--- src/rtl/fifo_wr_arbiter.sv ---
// Round-robin arbiter that lets NUM_REQ valid/ready producers share the write port of one
// synchronous FIFO. It grants one producer at a time for bursts of up to MAX_BURST words.
module fifo_wr_arbiter #(
    parameter int unsigned WIDTH     = 8,
    parameter int unsigned DEPTH     = 8,
    parameter int unsigned AW        = 3,
    parameter int unsigned NUM_REQ   = 4,
    parameter int unsigned MAX_BURST = 4
) (
    input  logic                     clk,
    input  logic                     rst,
    input  logic [NUM_REQ-1:0]       req_valid,
    input  logic [NUM_REQ*WIDTH-1:0] req_data,
    output logic [NUM_REQ-1:0]       req_ready,
    input  logic                     fifo_full,
    input  logic [AW-1:0]            fifo_usedw,
    output logic                     fifo_wr,
    output logic [WIDTH-1:0]         fifo_data,
    output logic [2:0]               grant_id,
    output logic                     busy
);

    localparam int unsigned BW = (MAX_BURST > 1) ? $clog2(MAX_BURST) : 1;

    localparam logic [0:0] IDLE  = 1'b0;
    localparam logic [0:0] GRANT = 1'b1;

    logic [0:0]       state, state_nxt;
    logic [2:0]       rr_ptr, rr_ptr_nxt;
    logic [2:0]       grant_id_nxt;
    logic [BW-1:0]    burst_cnt, burst_cnt_nxt;
    logic             fifo_wr_nxt;
    logic [WIDTH-1:0] fifo_data_nxt;

    logic             space;
    logic             gnt_valid;
    logic [WIDTH-1:0] gnt_data;
    logic             xfer;
    logic             last;
    logic             found;
    logic [2:0]       pick;
    logic [3:0]       cand;

    // A write already registered lands on the next edge, so usedw==DEPTH-1 plus fifo_wr means full.
    assign space = !fifo_full && !(fifo_wr && (fifo_usedw == AW'(DEPTH - 1)));
    assign xfer  = (state == GRANT) && gnt_valid && space;
    assign last  = (burst_cnt == BW'(MAX_BURST - 1));

    // Grantee's valid/data and ready fan-out
    always_comb begin
        gnt_valid = 1'b0;
        gnt_data  = '0;
        req_ready = '0;
        for (int j = 0; j < NUM_REQ; j++) begin
            if (grant_id == 3'(j)) begin
                gnt_valid = req_valid[j];
                gnt_data  = req_data[j*WIDTH +: WIDTH];
                if (state == GRANT) begin
                    req_ready[j] = space;
                end
            end
        end
    end

    // First valid requester searching upward from rr_ptr, wrapping at NUM_REQ
    always_comb begin
        found = 1'b0;
        pick  = 3'd0;
        cand  = 4'd0;
        for (int k = 0; k < NUM_REQ; k++) begin
            cand = 4'(rr_ptr) + 4'(k);
            if (cand >= 4'(NUM_REQ)) begin
                cand = cand - 4'(NUM_REQ);
            end
            for (int j = 0; j < NUM_REQ; j++) begin
                if (!found && (cand == 4'(j)) && req_valid[j]) begin
                    found = 1'b1;
                    pick  = 3'(j);
                end
            end
        end
    end

    always_ff @(posedge clk or posedge rst) begin
        if (rst) begin
            state     <= IDLE;
            rr_ptr    <= 3'd0;
            burst_cnt <= '0;
            grant_id  <= 3'd0;
            busy      <= 1'b0;
            fifo_wr   <= 1'b0;
            fifo_data <= '0;
        end else begin
            state     <= state_nxt;
            rr_ptr    <= rr_ptr_nxt;
            burst_cnt <= burst_cnt_nxt;
            grant_id  <= grant_id_nxt;
            busy      <= (state_nxt == GRANT);
            fifo_wr   <= fifo_wr_nxt;
            fifo_data <= fifo_data_nxt;
        end
    end

    always_comb begin
        state_nxt     = state;
        rr_ptr_nxt    = rr_ptr;
        burst_cnt_nxt = burst_cnt;
        grant_id_nxt  = grant_id;
        fifo_wr_nxt   = 1'b0;
        fifo_data_nxt = fifo_data;
        case (state)
            IDLE: begin
                if (found) begin
                    grant_id_nxt  = pick;
                    burst_cnt_nxt = '0;
                    state_nxt     = GRANT;
                end
            end
            GRANT: begin
                if (xfer) begin
                    fifo_wr_nxt   = 1'b1;
                    fifo_data_nxt = gnt_data;
                    burst_cnt_nxt = last ? '0 : burst_cnt + BW'(1);
                end
                // Release on a completed burst or when the grantee withdraws valid
                if (!gnt_valid || (xfer && last)) begin
                    state_nxt  = IDLE;
                    rr_ptr_nxt = (grant_id == 3'(NUM_REQ - 1)) ? 3'd0 : grant_id + 3'd1;
                end
            end
            default: state_nxt = IDLE;
        endcase
    end

endmodule

--- config.mk ---
export PLATFORM = sky130hd
export DESIGN_NAME = fifo_wr_arbiter
export DESIGN_NICKNAME = d
export VERILOG_FILES = /design/src/rtl/fifo_wr_arbiter.sv
export SDC_FILE = /design/constraint.sdc
export NUM_CORES = 1
export LEC_CHECK = 0
export BUFFER_PORTS_ARGS = -buffer_cell sky130_fd_sc_hd__buf_2
export CORE_ASPECT_RATIO = 0.75
export CORE_MARGIN = 10
export CORE_UTILIZATION = 47
export CTS_CLUSTER_DIAMETER = 80
export DETAILED_ROUTE_END_ITERATION = 8
export PLACE_DENSITY = 0.91
export SYNTH_ARGS = -nofsm -noshare
export SYNTH_HDL_FRONTEND = slang
export SYNTH_SLANG_ARGS = --single-unit
--- constraint.sdc ---
create_clock -name clk -period 2.3 [get_ports clk]
set_input_delay 0.115 -clock clk [delete_from_list [all_inputs] [get_ports clk]]
set_output_delay 0.115 -clock clk [all_outputs]
set_load 0.01 [all_outputs]
# ---- After elaboration in Yosys (flattened, before gate mapping)
# Cells that the tools add are included.
dict set report totals {
  ff_bits 18
  in_bits 42
  elab_cells 161
}
dict set report classes {
  n_addsub 9
  order_cmp 4
  eq_ne 19
  muxes 58
  bitwise_logic 1
  n_reduce_logical 64
}
# cell count
set ops {}
lappend ops {{$mux W3} 15}
lappend ops {{$logic_and A1 B1 Y1} 36}
lappend ops {{$eq A4 B2 Y1 const B} 8}
lappend ops {{$mux W8} 4}
lappend ops {{$mux W1} 30}
lappend ops {{$logic_not A1 Y1} 18}
lappend ops {{$eq A4 B1 Y1 const B} 4}
lappend ops {{$logic_not A4 Y1} 4}
lappend ops {{$mux W4} 4}
lappend ops {{$ge A4 B3 Y1 const B} 3}
lappend ops {{$sub A4 B3 Y4 const B} 3}
lappend ops {{$add A3 B2 Y4 const B} 2}
lappend ops {{$reduce_and A2 Y1} 4}
lappend ops {{$eq A3 B2 Y1 const B} 2}
lappend ops {{$mux W2} 3}
lappend ops {{$add A3 B1 Y4 const B} 1}
lappend ops {{$pmux W2 S2} 1}
lappend ops {{$sub A3 B3 Y4 const B} 1}
lappend ops {{$add A3 B1 Y3 const B} 1}
lappend ops {{$eq A3 B1 Y1 const B} 1}
lappend ops {{$eq A3 B3 Y1 const B} 1}
lappend ops {{$ge A3 B3 Y1 const B} 1}
lappend ops {{$logic_not A3 Y1} 1}
lappend ops {{$add A2 B1 Y2 const B} 1}
lappend ops {{other kinds (6)} 6}

# ---- Depth between registers and ports, before layout
dict set report depth {
  word_depth 67
  mapped_depth 10
  depth_no_buf 8
}

# ---- Least setup slack after synthesis
# Ideal clock, no wire load.
dict set report synth_path {
  path_type {register to register}
  start {register rr_ptr[1]}
  end {register grant_id[1]}
  arrival_time_ps 1951
  required_ps 2174
  slack_ps 223
  path_stages_with_launch 9
  path_buffers 1
  period_less_slack_ps 2077
  cell_sequence {dfrtp_1 > buf_2 > or2_1 > ha_1 > nand2b_1 > a311o_1 > a32oi_2 > a21oi_2 > o32a_1}
}
dict set report synth_via {
  elab_chain_cells 66
  elab_cells_between_ends 108
}
# item line_no
set synth_rtl {}
lappend synth_rtl {{start: declaration} 29} ;# logic [2:0] rr_ptr, rr_ptr_nxt;
lappend synth_rtl {{start signal: assignment} 95} ;# rr_ptr <= rr_ptr_nxt;
lappend synth_rtl {{$sub A3 B3 Y4 / $ge A3 B3 Y1 (equally long branches)} {73, 72}}
lappend synth_rtl {{$mux W4} 72} ;# if (cand >= 4'(NUM_REQ)) begin
lappend synth_rtl {{$logic_not A4 Y1} 76} ;# if (!found && (cand == 4'(j)) && req_valid[j]) begin
lappend synth_rtl {{$logic_and A1 B1 Y1} 76}
lappend synth_rtl {{$mux W1} 76}
lappend synth_rtl {{$logic_not A1 Y1} 76}
lappend synth_rtl {{$logic_and A1 B1 Y1 (2 in series)} 76}
lappend synth_rtl {{$mux W1} 76}
lappend synth_rtl {{[... 47 more ...]} -}
lappend synth_rtl {{$mux W1} 76}
lappend synth_rtl {{$logic_not A1 Y1} 76}
lappend synth_rtl {{$logic_and A1 B1 Y1 (2 in series)} 76}
lappend synth_rtl {{$mux W1} 76}
lappend synth_rtl {{$logic_not A1 Y1} 76}
lappend synth_rtl {{$logic_and A1 B1 Y1 (2 in series)} 76}
lappend synth_rtl {{$mux W1} 76}
lappend synth_rtl {{$reduce_and A2 Y1 (no source line)} -}
lappend synth_rtl {{end signal: assignment} 97} ;# grant_id <= grant_id_nxt;
lappend synth_rtl {{end: declaration} 19} ;# output logic [2:0] grant_id,
# Several ways; a longest one is shown, not always the timed one.
# A chain may end at the register's enable or synchronous reset.

# ---- Worst setup path after layout
dict set report layout_path {
  start {register rr_ptr[0]}
  end {register grant_id[0]}
}
# The elaborated chain is that of the path after synthesis.

==> flow_summary.json <==
{
  "grtUsageTotal": 0.141,
  "post_drt_via_cell_ratio": 5.24,
  "ys_types": 44,
  "worst_vdd_rail_ir_drop_v": 0.000750,
  "drt-wirelength-per-cell_um": 14.9,
  "leading_cell_type_by_number_of_instances_after_synthesis": "sky130_fd_sc_hd__dfrtp_1",
  "fin_cells": 249,
  "path_buf_inv": 1,
  "postPlaceCellArea_mm2": 0.00168,
  "detailedPlacementHpwl_um": 3110,
  "yosysWarnings": 0,
  "gp_routability_congestion": 0.890,
  "cts.root.buffer_cell": "sky130_fd_sc_hd__clkbuf_8",
  "dpl.cell_count": 244,
  "die_width_um": 81.7,
  "worst-endpoint-arrival_ns": 2.25,
  "path_cells": "or2_1 > inv_1 > ha_1 > nand2b_1 > a311o_1 > a32oi_2 > a21oi_2 > o32a_1",
  "syn-instance-count": 150,
  "postSynthAreaPerCell_um2": 8.94,
  "max_freq_ghz": 0.473,
  "totalWireLength_um": 3720,
  "tritoncts": "built",
  "antenna_found_initial": 0,
  "ys_seq_elements": 16,
  "hold_violations": 0,
  "r2r_slack_ns": 0.19,
  "sequential_fraction_of_the_synthesis_area": 0.299,
  "insertion_delay_ns": 0.26,
  "worstMarginPinSlew_ns": 0.637,
  "yosys-top-cells-count": "sky130_fd_sc_hd__dfrtp_1, sky130_fd_sc_hd__nor2_1, sky130_fd_sc_hd__a21oi_2, sky130_fd_sc_hd__nor2b_1",
  "period_minus_slack_ns": 2.11,
  "via_count": 1304,
  "port_buffers": 57,
  "finished_layout_cell_area_mm2": 0.00174,
  "flow.area_growth_from_synthesis_pct": 29.9,
  "grt_pass1_vias": 1299,
  "gr_overflow_total": 0,
  "floorplan.core_area_mm2": 0.00266,
  "critPathLaunchType": "flop",
  "finalClockSkew_ns": 0.00820,
  "pre_cts_slack_ns": 0.228,
  "combined_area_of_all_synthesized_cells_mm2": 0.00134,
  "worst_path_largest_cell_delay_ns": 0.45,
  "synth_largest_area_cell": "sky130_fd_sc_hd__dfrtp_1",
  "async_reset_ff_frac": 1.00,
  "cts-buffers-inserted": 3,
  "total_leakage_power_nw": 0.849,
  "final.setup.tns_ns": 0,
  "slack_of_the_critical_path_ns": 0.186,
  "max-clock-path-buffers": 2,
  "maximum_number_of_pins_on_one_net_before_global_route_repair": 18,
  "initial_core_util": 0.504,
  "final-max-slew-violation-count": 0,
  "grt_pass1_wl_um": 6160,
  "antenna_fix_cells": 0,
  "max-cap-violations": 0,
  "post_cts_resized": 0,
  "critical_path.top_delay_family": "compound AO/OA/AOI/OAI gates",
  "route.detailed.drc": 0,
  "report.power.total_mw": 2.30,
  "worst_setup_hold_path_clk_slew_ns": 0.07,
  "hold_slack_ns": 0.158,
  "outcome": "complete, no violations",
  "drtAntennaViolNets": 0,
  "cts_hold_buf": 1,
  "die_height_um": 66.3,
  "core.rowCount": 16,
  "post-synth-top-area-fraction": 0.299,
  "dieArea_mm2": 0.00541,
  "layout-drive-gt1-share": 0.408,
  "final_util": 0.655,
  "hp-class": "input port to flop",
  "number_of_nets_at_the_end_of_the_flow": 265,
  "timing.final.crit_share": 0.919,
  "design.portCount": 59,
  "grt_setup_unrepaired": "no",
  "synth_edf_count": 0,
  "report.final.setup_viol": 0,
  "path_max_fanout": 4,
  "num-fill-cells": 216,
  "yosys-top-cells-area": "sky130_fd_sc_hd__dfrtp_1, sky130_fd_sc_hd__ha_1, sky130_fd_sc_hd__a21oi_2",
  "synth_top_flop_cell": "sky130_fd_sc_hd__dfrtp_1",
  "worstSetupPathType": "flop to flop",
  "detailedRoute.firstPassIterationCount": 4,
  "power.density_mw_per_mm2": 1320,
  "worst-endpoint-required_ns": 2.43,
  "numClockSinks": 16,
  "clock_h_tree_levels": 1,
  "worst_slew_margin_rel": 0.575,
  "endpoint_kind": "flop",
  "post-cts-setup-buffers": 0,
  "timing.critical_path.slowest_stage_cell": "sky130_fd_sc_hd__dfrtp_1",
  "detail_route.iter0.violations": 65
}
==> final cells by class <==
| cell class | instances | area (µm²) | share of cell area |
|---|---|---|---|
| tap | 36 | 45.0 | 0.0258 |
| inverter | 9 | 33.8 | 0.0194 |
| multi-input combinational | 117 | 846 | 0.485 |
| sequential | 16 | 400 | 0.230 |
| timing repair buffer | 67 | 363 | 0.208 |
| clock buffer | 4 | 55.1 | 0.0316 |
==> per-layer routing <==
layer  global-route usage  share of wire
met5                    0              0
met4               0.0233         0.0083
met3               0.0380          0.060
met2                0.235           0.51
met1                0.178           0.42
==> layout by cell type, fill, tap and decap left out, types with 2 or more instances in the layout <==
master and instances:
sky130_fd_sc_hd__a21oi_1 9, sky130_fd_sc_hd__a21oi_2 10, sky130_fd_sc_hd__a221oi_1 8, sky130_fd_sc_hd__a311o_1 2, sky130_fd_sc_hd__a31oi_1 2, sky130_fd_sc_hd__and2_1 4, sky130_fd_sc_hd__buf_2 57, sky130_fd_sc_hd__buf_4 9
sky130_fd_sc_hd__clkbuf_8 4, sky130_fd_sc_hd__conb_1 5, sky130_fd_sc_hd__dfrtp_1 16, sky130_fd_sc_hd__ha_1 9, sky130_fd_sc_hd__inv_1 8, sky130_fd_sc_hd__mux2i_1 2, sky130_fd_sc_hd__nand2_1 3, sky130_fd_sc_hd__nand2b_1 7
sky130_fd_sc_hd__nor2_1 11, sky130_fd_sc_hd__nor2b_1 10, sky130_fd_sc_hd__nor3_1 9, sky130_fd_sc_hd__o211ai_1 2, sky130_fd_sc_hd__o21ai_0 2, sky130_fd_sc_hd__o21ai_1 2, sky130_fd_sc_hd__o32a_1 2
==> power breakdown <==
part | internal, mW | switching, mW | total [mW] | leakage (nW)
registers | 0.425 | 0.114 | 0.539 | 0.189
logic | 0.675 | 0.824 | 1.50 | 0.632
clock network | 0.152 | 0.104 | 0.256 | 0.0288
==> sequential cells by signal (all words and copies together) (netlist names) <==
signal	flops
fifo_data	8
burst_cnt	2
grant_id	2
rr_ptr	2
fifo_wr	1
state	1
==> worst min-delay path: stages <==
cell,delay [ns]
sky130_fd_sc_hd__buf_2,0.07
sky130_fd_sc_hd__a21oi_1,0.07
sky130_fd_sc_hd__a21oi_2,0.12
==> cell families (layout without fill, tap and decap cells) <==
group,after synthesis,after routing,share of synthesized area
AOI/OAI and AO/OA,49,49,0.287
buffers and inverters,20,80,0.0793
adders and majority gates,9,9,0.0840
DFF,16,16,0.299
muxes,3,3,0.0233
other,2,5,0.00560
and+or+nand+nor,51,51,0.222
==> path summary, 6_finish.rpt <==
| kind | startpoint | endpoint | cells past startpoint |
|---|---|---|---|
| max | rr_ptr[0] | grant_id[0] | 8 |
| min | req_data[30] | fifo_data[6] | 3 |
| max reg2reg | rr_ptr[0] | grant_id[0] | 8 |
| min reg2reg | fifo_data[3] | fifo_data[3] | 2 |
| max in group asynchronous | rst | state | 3 |
| min in group asynchronous | rst | fifo_data[6] | 3 |
No activity file was read; power rests on OpenSTA's default activity.
